### src/rtl/player_hit_flash.sv
// Player hit-flash controller: frame-synchronous blink and invulnerability after a hit, solid inversion on death.
// Optional feature macro: PLAYER_FLASH_RETRIGGER_EN (a hit during a flash restarts it).
module player_hit_flash #(
    parameter int unsigned FLASH_FRAMES = 120,
    parameter int unsigned BLINK_FRAMES = 8
) (
    input  logic clk,
    input  logic reset,
    input  logic startOfFrame,
    input  logic hit,
    input  logic dead,
    output logic invert_player,
    output logic invulnerable,
    output logic flash_done
);

    localparam int unsigned CNT_W = 8;
    localparam logic [CNT_W-1:0] FLASH_LOAD = CNT_W'(FLASH_FRAMES);
    localparam logic [CNT_W-1:0] BLINK_LOAD = CNT_W'(BLINK_FRAMES);
    localparam logic [CNT_W-1:0] CNT_ONE    = CNT_W'(1);

`ifdef PLAYER_FLASH_RETRIGGER_EN
    localparam bit RETRIGGER_EN = 1'b1;
`else
    localparam bit RETRIGGER_EN = 1'b0;
`endif

    typedef enum logic [1:0] {
        S_IDLE  = 2'd0,
        S_FLASH = 2'd1,
        S_DEAD  = 2'd2
    } state_t;

    state_t           state_q, state_d;
    logic [CNT_W-1:0] frame_cnt_q, frame_cnt_d;
    logic [CNT_W-1:0] blink_cnt_q, blink_cnt_d;
    logic             phase_q, phase_d;
    logic             invert_q, invert_d;
    logic             invuln_q, invuln_d;
    logic             done_q, done_d;

    // State and output registers
    always_ff @(posedge clk or posedge reset) begin
        if (reset) begin
            state_q     <= S_IDLE;
            frame_cnt_q <= '0;
            blink_cnt_q <= '0;
            phase_q     <= 1'b0;
            invert_q    <= 1'b0;
            invuln_q    <= 1'b0;
            done_q      <= 1'b0;
        end else begin
            state_q     <= state_d;
            frame_cnt_q <= frame_cnt_d;
            blink_cnt_q <= blink_cnt_d;
            phase_q     <= phase_d;
            invert_q    <= invert_d;
            invuln_q    <= invuln_d;
            done_q      <= done_d;
        end
    end

    // Next-state: dead beats hit, hit beats startOfFrame
    always_comb begin
        state_d     = state_q;
        frame_cnt_d = frame_cnt_q;
        blink_cnt_d = blink_cnt_q;
        phase_d     = phase_q;
        done_d      = 1'b0;

        if (dead) begin
            state_d = S_DEAD;
        end else begin
            unique case (state_q)
                S_IDLE: begin
                    if (hit) begin
                        state_d     = S_FLASH;
                        frame_cnt_d = FLASH_LOAD;
                        blink_cnt_d = BLINK_LOAD;
                        phase_d     = 1'b1;
                    end
                end
                S_FLASH: begin
                    if (RETRIGGER_EN && hit) begin
                        frame_cnt_d = FLASH_LOAD;
                        blink_cnt_d = BLINK_LOAD;
                        phase_d     = 1'b1;
                    end else if (startOfFrame) begin
                        if (frame_cnt_q == CNT_ONE) begin
                            state_d     = S_IDLE;
                            frame_cnt_d = '0;
                            blink_cnt_d = '0;
                            phase_d     = 1'b0;
                            done_d      = 1'b1;
                        end else begin
                            frame_cnt_d = frame_cnt_q - CNT_ONE;
                            if (blink_cnt_q == CNT_ONE) begin
                                blink_cnt_d = BLINK_LOAD;
                                phase_d     = ~phase_q;
                            end else begin
                                blink_cnt_d = blink_cnt_q - CNT_ONE;
                            end
                        end
                    end
                end
                S_DEAD: begin
                end
                default: begin
                    state_d = S_IDLE;
                end
            endcase
        end

        // Outputs are registered from the next state so they move with it
        invert_d = ((state_d == S_FLASH) && phase_d) || (state_d == S_DEAD);
        invuln_d = (state_d == S_FLASH) || (state_d == S_DEAD);
    end

    assign invert_player = invert_q;
    assign invulnerable  = invuln_q;
    assign flash_done    = done_q;

endmodule

### config.mk
export PLATFORM = sky130hd
export DESIGN_NAME = player_hit_flash
export DESIGN_NICKNAME = d
export VERILOG_FILES = /design/src/rtl/player_hit_flash.sv
export SDC_FILE = /design/constraint.sdc
export NUM_CORES = 1
export LEC_CHECK = 0
export BUFFER_PORTS_ARGS = -buffer_cell sky130_fd_sc_hd__buf_2
export CORE_ASPECT_RATIO = 0.5
export CORE_MARGIN = 2
export CORE_UTILIZATION = 25
export CTS_CLUSTER_SIZE = 25
export DETAILED_ROUTE_END_ITERATION = 8
export HOLD_SLACK_MARGIN = 0.1
export PLACE_DENSITY = 0.4
export SKIP_LAST_GASP = 1
export SYNTH_ARGS = -nofsm -noshare
export SYNTH_HDL_FRONTEND = slang
export SYNTH_SLANG_ARGS = --single-unit
### constraint.sdc
create_clock -name clk -period 5.2 [get_ports clk]
set_input_delay 0.52 -clock clk [delete_from_list [all_inputs] [get_ports clk]]
set_output_delay 0.52 -clock clk [all_outputs]
set_load 0.01 [all_outputs]
; ---- Word-level counts from Yosys, hierarchy flattened
; Index checks and enable logic that the tools add are counted.
[classes]
add_sub_neg = 2
n_eq_ne = 8
n_mux = 24
bitwise_logic = 2
reduce_logical = 6
[ops]
columns = operator, count
row1 = $mux W8, 7
row2 = $pmux W8 S2, 2
row3 = $eq A8 B1 Y1 const B, 2
row4 = $sub A8 B1 Y8 const B, 2
row5 = $mux W1, 9
row6 = $mux W2, 4
row7 = $pmux W2 S3, 1
row8 = $eq A2 B1 Y1 const B, 2
row9 = $eq A2 B2 Y1 const B, 2
row10 = $ne A2 B2 Y1 const B, 2
row11 = $reduce_and A4 Y1, 1
row12 = $logic_not A2 Y1, 1
row13 = $logic_or A1 B1 Y1, 2
row14 = $not A1 Y1, 2
row15 = $pmux W1 S2, 1
row16 = $reduce_bool A2 Y1, 1
row17 = $logic_and A1 B1 Y1, 1
[totals]
register_bits = 22
input_bits = 5
out_inout_bits = 3
word_cells = 49

; ---- Depth between registers and ports, before layout
; Gate-level depths: netlist (run 1).
[logic_depth]
ltp_word = 8
depth_mapped = 10
depth_no_buf = 10

; ---- Worst setup path after synthesis (run 1)
; Ideal clock, no wire load.
[synth_path]
path_kind = reg-to-reg
startpoint = reg frame_cnt_q[1]
endpoint = reg invert_q (netlist: invert_player)
setup_time_ps = 125
arrival_ps = 1754
required_ps = 5075
path_slack_ps = 3321
stages_incl_launch_ff = 11
path_buffers = 0
synth_period_minus_slack_ps = 1879
path_cell_list = dfrtp_1 > inv_1 > ha_1 > nor2b_1 > and3b_2 > a31oi_1 > and2_1 > ha_1 > o21a_1 > a21oi_1 > o21ai_1
[synth_between]
elab_chain_cells = 8
word_cells_on_any_way = 13
cone_classes = eq/ne (3) / mux (8) / reduce/logical (2)
[synth_rtl]
columns = item, line
row1 = from (decl), 35  ; logic [CNT_W-1:0] frame_cnt_q, frame_cnt_d;
row2 = from (signal assigned), 54  ; frame_cnt_q <= frame_cnt_d;
row3 = $eq A8 B1 Y1 *, 89  ; if (frame_cnt_q == CNT_ONE) begin
row4 = $mux W2 *, 89
row5 = $mux W2 *, 88  ; end else if (startOfFrame) begin
row6 = $pmux W2 S3 *, 74  ; unique case (state_q)
row7 = $mux W2 *, 71  ; if (dead) begin
row8 = net state_d[0], 34  ; state_t state_q, state_d;
row9 = $eq A2 B1 Y1, 115  ; invert_d = ((state_d == S_FLASH) && phase_d) || (state_d == S_DEAD);
row10 = $logic_and A1 B1 Y1, 115
row11 = $logic_or A1 B1 Y1 *, 115
row12 = net invert_d, 38  ; logic invert_q, invert_d;
row13 = to (signal assigned), 57  ; invert_q <= invert_d;
row14 = to (decl), 38
; Mark *: on every way through the listed nets, which the timed path passes. The rest lies on a longest branch.
; A chain may end at the register's enable or synchronous reset.

; ---- Worst setup path after layout (run 1)
; Ends and elaborated chain as after synthesis.

==> impl_metrics.toml, run 1 <==
[clocking]
cts_buffers = 3
root_buffer = "clkbuf_8"
cts.sinks = 22
ctsLongestPathBuffers = 2
cts_resized = 0
cts_tree = "built"
postCtsSetupBuffers = 0
cts_hold_buffers = 0
clock_latency_ns = 0.27
htree_num_levels = 1
clkTransAtPathRegs_ns = 0.08

[final_layout]
fin_cells = 213
final_cell_area_um2 = 1470
area_growth_pct = 12.3
drive_above_1_share = 0.161
nNetsFinal = 155
antenna_cells = 0

[critical_path]
critPathArrivalTime_ns = 2.21
setup.worst_path.end_class = "flip-flop"
cp_max_fo = 5
cp_cell_sequence = "inv_1, ha_1, nor2b_1, and3b_2, a31oi_1, and2_1, ha_1, o21a_1, a21oi_1, o21ai_1"
crit_type = "reg2reg"
cp_slowest_stage_delay_ns = 0.42
startpoint_type = "flip-flop"
cpMaxStageDelayCell = "dfrtp_1"
required_ns = 5.36
crit_top_cell = "ha_1"
crit_buf_inv = 1
cp_top_family = "simple AND/OR/NAND/NOR gates"

[global_route]
grt_pass1_vias = 895
grt_max_degree = 23
grtUsageTotal = 0.105
overflow = 0
antenna_found_initial = 0
grt_pass1_wl_um = 4530

[detailed_routing]
firstDrtPassIters = 4
wl_per_cell_um = 12.4
routed_wl_um = 2650
drt_iter0_markers = 38
dr_total_vias = 945
via_per_inst = 4.44
ant_nets = 0
drc_errors = 0

[synthesis]
synth_nets = 145
ys_types = 38
seq_area_frac_synth = 0.421
synth-seq-cells = 22
syn_area_per_cell_um2 = 9.77
yosysWarnings = 0
syn_inst = 134
synth_area_um2 = 1310
synth_top_cell_area_share = 0.421
synth-edff-count = 0
ys_async_sr_fraction = 1.00
netlist.top_cell.by_area = "dfrtp_1"
ys_top_cells_by_area = "dfrtp_1 (42%), ha_1 (5.7%), nor2_1 (4.6%)"
synth_flop_cell = "dfrtp_1"

[timing]
maxSlewHeadroom = 0.398
totalNegativeSetupSlack_ns = 0
drv_slew = 0
finalCritPeriodShare = 0.395
finalSetupViolations = 0
skew_ns = 0.00222
worstMarginPinSlew_ns = 0.902
fmax_ghz = 0.487
finalHoldViolations = 0
rsz0062_at_grt = "false"
period_needed_ns = 2.05
worst_slack_ns = 3.15

[placement]
dpl_cell_area_um2 = 1420
io_buffers = 7
post-place-ws_ns = 3.16
place_congestion = 0.706
place_inst = 209
hpwl_um = 1900

[pwr]
switching_share = 0.299
combPwrFrac = 0.173
ir_drop_v = 0.0000908
p_sw_uw = 121
internal_power_uw = 284
power_density_nw_per_um2 = 276
pwr-share-clk = 0.314
seq_power_share = 0.513
p_leak_uw = 0.000642

[floorplanning]
fp.dieH_um = 55.2
ios = 8
coreArea_um2 = 4980
initial_utilization = 0.263
die_area_um2 = 5860
num_rows = 18
fp.dieW_um = 106

[hold_path]
min-delay-path-class = "in2async"

[run]
drv_cap = 0

[outcome]
status = "finished clean"
-- final cells by class --
| class | count | area (um^2) |
|---|---|---|
| Clock buffer | 4 | 55.1 |
| Fill cell | 526 | 3510 |
| Inverter | 11 | 41.3 |
| Multi-Input combinational cell | 99 | 701 |
| Sequential cell | 22 | 551 |
| Tap cell | 70 | 87.6 |
| Timing Repair Buffer | 7 | 35.0 |
-- layout by cell type (no fill, tap or decap), drive strengths merged, types with 2 or more instances in the layout --
| cell | instances |
|---|---|
| nand2 | 11 |
| clkbuf | 4 |
| o21ai | 13 |
| nand2b | 2 |
| dfrtp | 22 |
| nor4 | 2 |
| nor3 | 4 |
| nand3 | 4 |
| buf | 7 |
| o21a | 2 |
| a21oi | 6 |
| nand4 | 4 |
| nor2b | 2 |
| inv | 11 |
| a31oi | 4 |
| xor2 | 6 |
| nor2 | 17 |
| o22a | 2 |
| ha | 6 |
-- metrics by stage --
step / total power [uW] / utilization / hold WS, ns
final: 406 / 0.295 / 0.436
after global routing: 433 / 0.295 / 0.500
after CTS: 410 / 0.295 / 0.458
after detailed placement: 281 / 0.284 / 0.474
after global placement: 283 / 0.284 / 0.483
after floorplan: 263 / - / 0.448
-- registers in the layout, summed over array words and instances (netlist names) --
name	cells
frame_cnt_q	8
invert_player	1
flash_done	1
phase_q	1
blink_cnt_q	8
state_q	2
invulnerable	1
-- worst register-to-register path, delay by kind of cell, from the launching register on --
| family | cells | cell delay (ns) |
|---|---|---|
| buf+inv | 1 | 0.09 |
| compound gates | 4 | 0.44 |
| simple gates | 3 | 0.68 |
| flops | 1 | 0.42 |
| fa+ha+maj | 2 | 0.32 |
-- routing by layer --
metal / wire length, um / part of all wire / GRT usage / vias to the layer above
li1: - / - / - / 485
met1: 1340 / 0.51 / 0.132 / 450
met2: 1220 / 0.46 / 0.174 / 8
met3: 68 / 0.026 / 0.0351 / 2
met4: 14 / 0.0053 / 0.0329 / 0
met5: 0 / 0 / 0 / -
-- power by group through the flow --
stage          registers, uW  logic (uW)  clock network [uW]
3_5_place_dp             210        70.6                   0
2_1_floorplan            206        56.3                   0
5_1_grt                  211        80.3                 142
6_report                 208        70.1                 128
4_1_cts                  208        70.9                 132
3_3_place_gp             212        71.3                   0
-- Yosys cell counts (3+ instances only) --
cell and n:
dfrtp_1 22, nor2_1 16, inv_1 11, nand2_1 10, o21ai_1 10, ha_1 6, xor2_1 6, a21oi_1 4
nand3_1 4, nand4_1 4, nor3_1 4, a31oi_1 3, o21ai_0 3
-- kinds of logic (layout without fill, tap and decap cells) --
| kind of cell | Yosys count | in the layout | synth area share |
|---|---|---|---|
| simple gates | 52 | 52 | 0.244 |
| compound gates | 33 | 33 | 0.176 |
| flops | 22 | 22 | 0.421 |
| buf+inv | 13 | 22 | 0.0440 |
| xor+xnor | 7 | 7 | 0.0468 |
| fa+ha+maj | 6 | 6 | 0.0574 |
| mux | 1 | 1 | 0.0115 |
-- path summary, 6_finish.rpt --
check / from / endpoint / slack (ns) / cells past startpoint
max reg2reg: frame_cnt_q[1] / invert_player / 3.15 / 10
min in group clk: frame_cnt_q[7] / frame_cnt_q[7] / 0.49 / 1
min: reset / frame_cnt_q[6] / 0.44 / 2
max in group asynchronous: reset / invert_player / 4.22 / 2
max: frame_cnt_q[1] / invert_player / 3.15 / 10
min reg2reg: frame_cnt_q[7] / frame_cnt_q[7] / 0.49 / 1
No activity file was read; power rests on OpenSTA's default activity.
==> run 2, diff against run 1 <==
--- a/config.mk
+++ b/config.mk
@@ -12,7 +12,7 @@
 export CTS_CLUSTER_SIZE = 25
 export DETAILED_ROUTE_END_ITERATION = 8
 export HOLD_SLACK_MARGIN = 0.1
-export PLACE_DENSITY = 0.4
+export PLACE_DENSITY = 0.41
 export SKIP_LAST_GASP = 1
 export SYNTH_ARGS = -nofsm -noshare
 export SYNTH_HDL_FRONTEND = slang
==> constraint.sdc (replaced) <==
create_clock -name clk -period 1.75 [get_ports clk]
set_input_delay 0.175 -clock clk [delete_from_list [all_inputs] [get_ports clk]]
set_output_delay 0.175 -clock clk [all_outputs]
set_load 0.01 [all_outputs]
==> run 2 against run 1 <==
  * Final cell count grew 7.0%
  * Clock power rose to 2.9 times the previous value
  * Power increased to 3.0 times the previous value
  * Critical path type unchanged
  * The flow now finishes with violations (negative setup slack)
  * Maximum frequency is 13% higher
  * Worst hold slack lost 0.18 ns
  * Non-clock buffer count increased by 15
  * Routed wire length rose by 11%
  * Cell area increased by 11%
==> impl_metrics.toml, run 2 (same netlist as run 1, synthesis figures left out) <==
[timing]
finalSetupViolations = 1
worst_slack_ns = -0.0659
skew_ns = 0.0109
maxSlewHeadroom = 0.746
finalHoldViolations = 0
worstMarginPinSlew_ns = 0.378
rsz0062_at_grt = "true"
period_needed_ns = 1.82
drv_slew = 0
finalCritPeriodShare = 1.04
fmax_ghz = 0.551

[hold_path]
hold_depth = 2
min-delay-path-class = "in2reg"
holdPathEnd = "state_q[1]"
hp-start = "dead"

[final_layout]
antenna_cells = 0
final_cell_mix = "dfrtp_1 (22), nor2_1 (16), buf_4 (14)"
area_growth_pct = 24.2
fin_cells = 228
drive_above_1_share = 0.272
reg_top3 = "blink_cnt_q (8), frame_cnt_q (8), state_q (2)"
nNetsFinal = 170
final_common_cell = "dfrtp_1"
final_util = 0.327

[pwr]
p_leak_uw = 0.000715
power_density_nw_per_um2 = 761
ir_drop_v = 0.000376

[critical_path]
setup.worst_path.end_class = "flip-flop"
critPathArrivalTime_ns = 2.01
cp_slowest_stage_delay_ns = 0.37
cp_cell_sequence = "inv_2, ha_2, nor2b_4, and3b_2, a31oi_4, and2_4, ha_4, o21a_1, o211ai_1, o21ai_1"
crit_buf_inv = 1
r2r_slack_ns = -0.07
reg2reg_from = "frame_cnt_q[1]"
required_ns = 1.95
cp_top_family = "simple AND/OR/NAND/NOR gates"
cpMaxStageDelayCell = "dfrtp_1"
r2r_cells = 10
cp_num_cells = 10
startpoint_type = "flip-flop"
crit_type = "reg2reg"
worst_r2r_endpoint = "invert_player"
cp_max_fo = 2

[clocking]
clock_latency_ns = 0.27
clkTransAtPathRegs_ns = 0.09
htree_num_levels = 1
root_buffer = "clkbuf_8"
cts_buffers = 3
cts.sinks = 22
cts_tree = "built"
ctsLongestPathBuffers = 2

[placement]
io_buffers = 7
hpwl_um = 2100
place_inst = 221
place_congestion = 0.717

[detailed_routing]
drc_errors = 0
ant_nets = 0
dr_total_vias = 1016
drt_iter0_markers = 22
routed_wl_um = 2940
wl_met1_um = 1550
wl_met2_um = 1290
via_per_inst = 4.46
wl_met3_um = 68
wl_per_cell_um = 12.9
highest_layer = "met4"
firstDrtPassIters = 4

[floorplanning]
die_area_um2 = 5860
num_rows = 18
fp.dieW_um = 106
initial_utilization = 0.263
ios = 8
coreArea_um2 = 4980
fp.dieH_um = 55.2

[global_route]
overflow = 0
grtUsageTotal = 0.113
antenna_found_initial = 0
grt_max_degree = 23
grt_pass1_wl_um = 4990
grt_pass1_vias = 978

[outcome]
status = "finished, violations left"
violations = "negative setup slack"

[run]
drv_cap = 0
-- run 2: area by class of cell --
type / count / area, um^2
clock buffer: 4 / 55.1
fill: 512 / 3350
sequential: 22 / 551
inverter: 11 / 41.3
multi-input combinational: 99 / 741
tap: 70 / 87.6
timing repair buffer: 22 / 150
-- run 2: power breakdown --
group          internal, uW  switching, uW  leakage (uW)
Clock                   201            175     0.0000288
Combinational           120            133      0.000413
Sequential              553           55.4      0.000273
Total                   873            363      0.000715
-- run 2: worst register-to-register path: stages (launching register included) --
cell	delay, ns
dfrtp_1	0.37
inv_2	0.05
ha_2	0.16
nor2b_4	0.12
and3b_2	0.24
a31oi_4	0.17
and2_4	0.17
ha_4	0.12
o21a_1	0.12
o211ai_1	0.08
o21ai_1	0.15
-- run 2: metal layers --
metal	vias to the layer above	global-route usage
met2	8	0.188
li1	515	-
met3	2	0.0269
met5	-	0
met4	0	0.0329
met1	491	0.150
-- run 2: worst max-delay path by stage --
stage / from / slack, ns / to
2_1_floorplan: frame_cnt_q[1] / -0.07 / invert_player
3_3_place_gp: frame_cnt_q[1] / -0.06 / invert_player
3_5_place_dp: frame_cnt_q[1] / -0.16 / invert_player
4_1_cts: frame_cnt_q[1] / -0.08 / invert_player
5_1_grt: frame_cnt_q[1] / -0.17 / invert_player
6_report: frame_cnt_q[1] / -0.07 / invert_player
-- run 2: metrics by stage --
step                      TNS [ns]  setup slack (ns)  hold WS, ns  total power (uW)  area, um^2
after CTS                  -0.0762           -0.0762        0.252              1260        1630
final                      -0.0659           -0.0659        0.258              1240        1630
after global placement     -0.0568           -0.0568        0.237               866        1520
after detailed placement    -0.160            -0.160        0.243               866        1520
after floorplan            -0.0678           -0.0678        0.164               783        1320
after global routing        -0.178            -0.165        0.281              1330        1630
-- run 2: repair_timing --
action,in CTS,in global routing
resized for setup,5,0
hold buffers,1,0
pin swaps,2,2
setup endpoints to repair,1,2
hold endpoints to repair,22,0
setup buffers,2,0
gates cloned,0,0
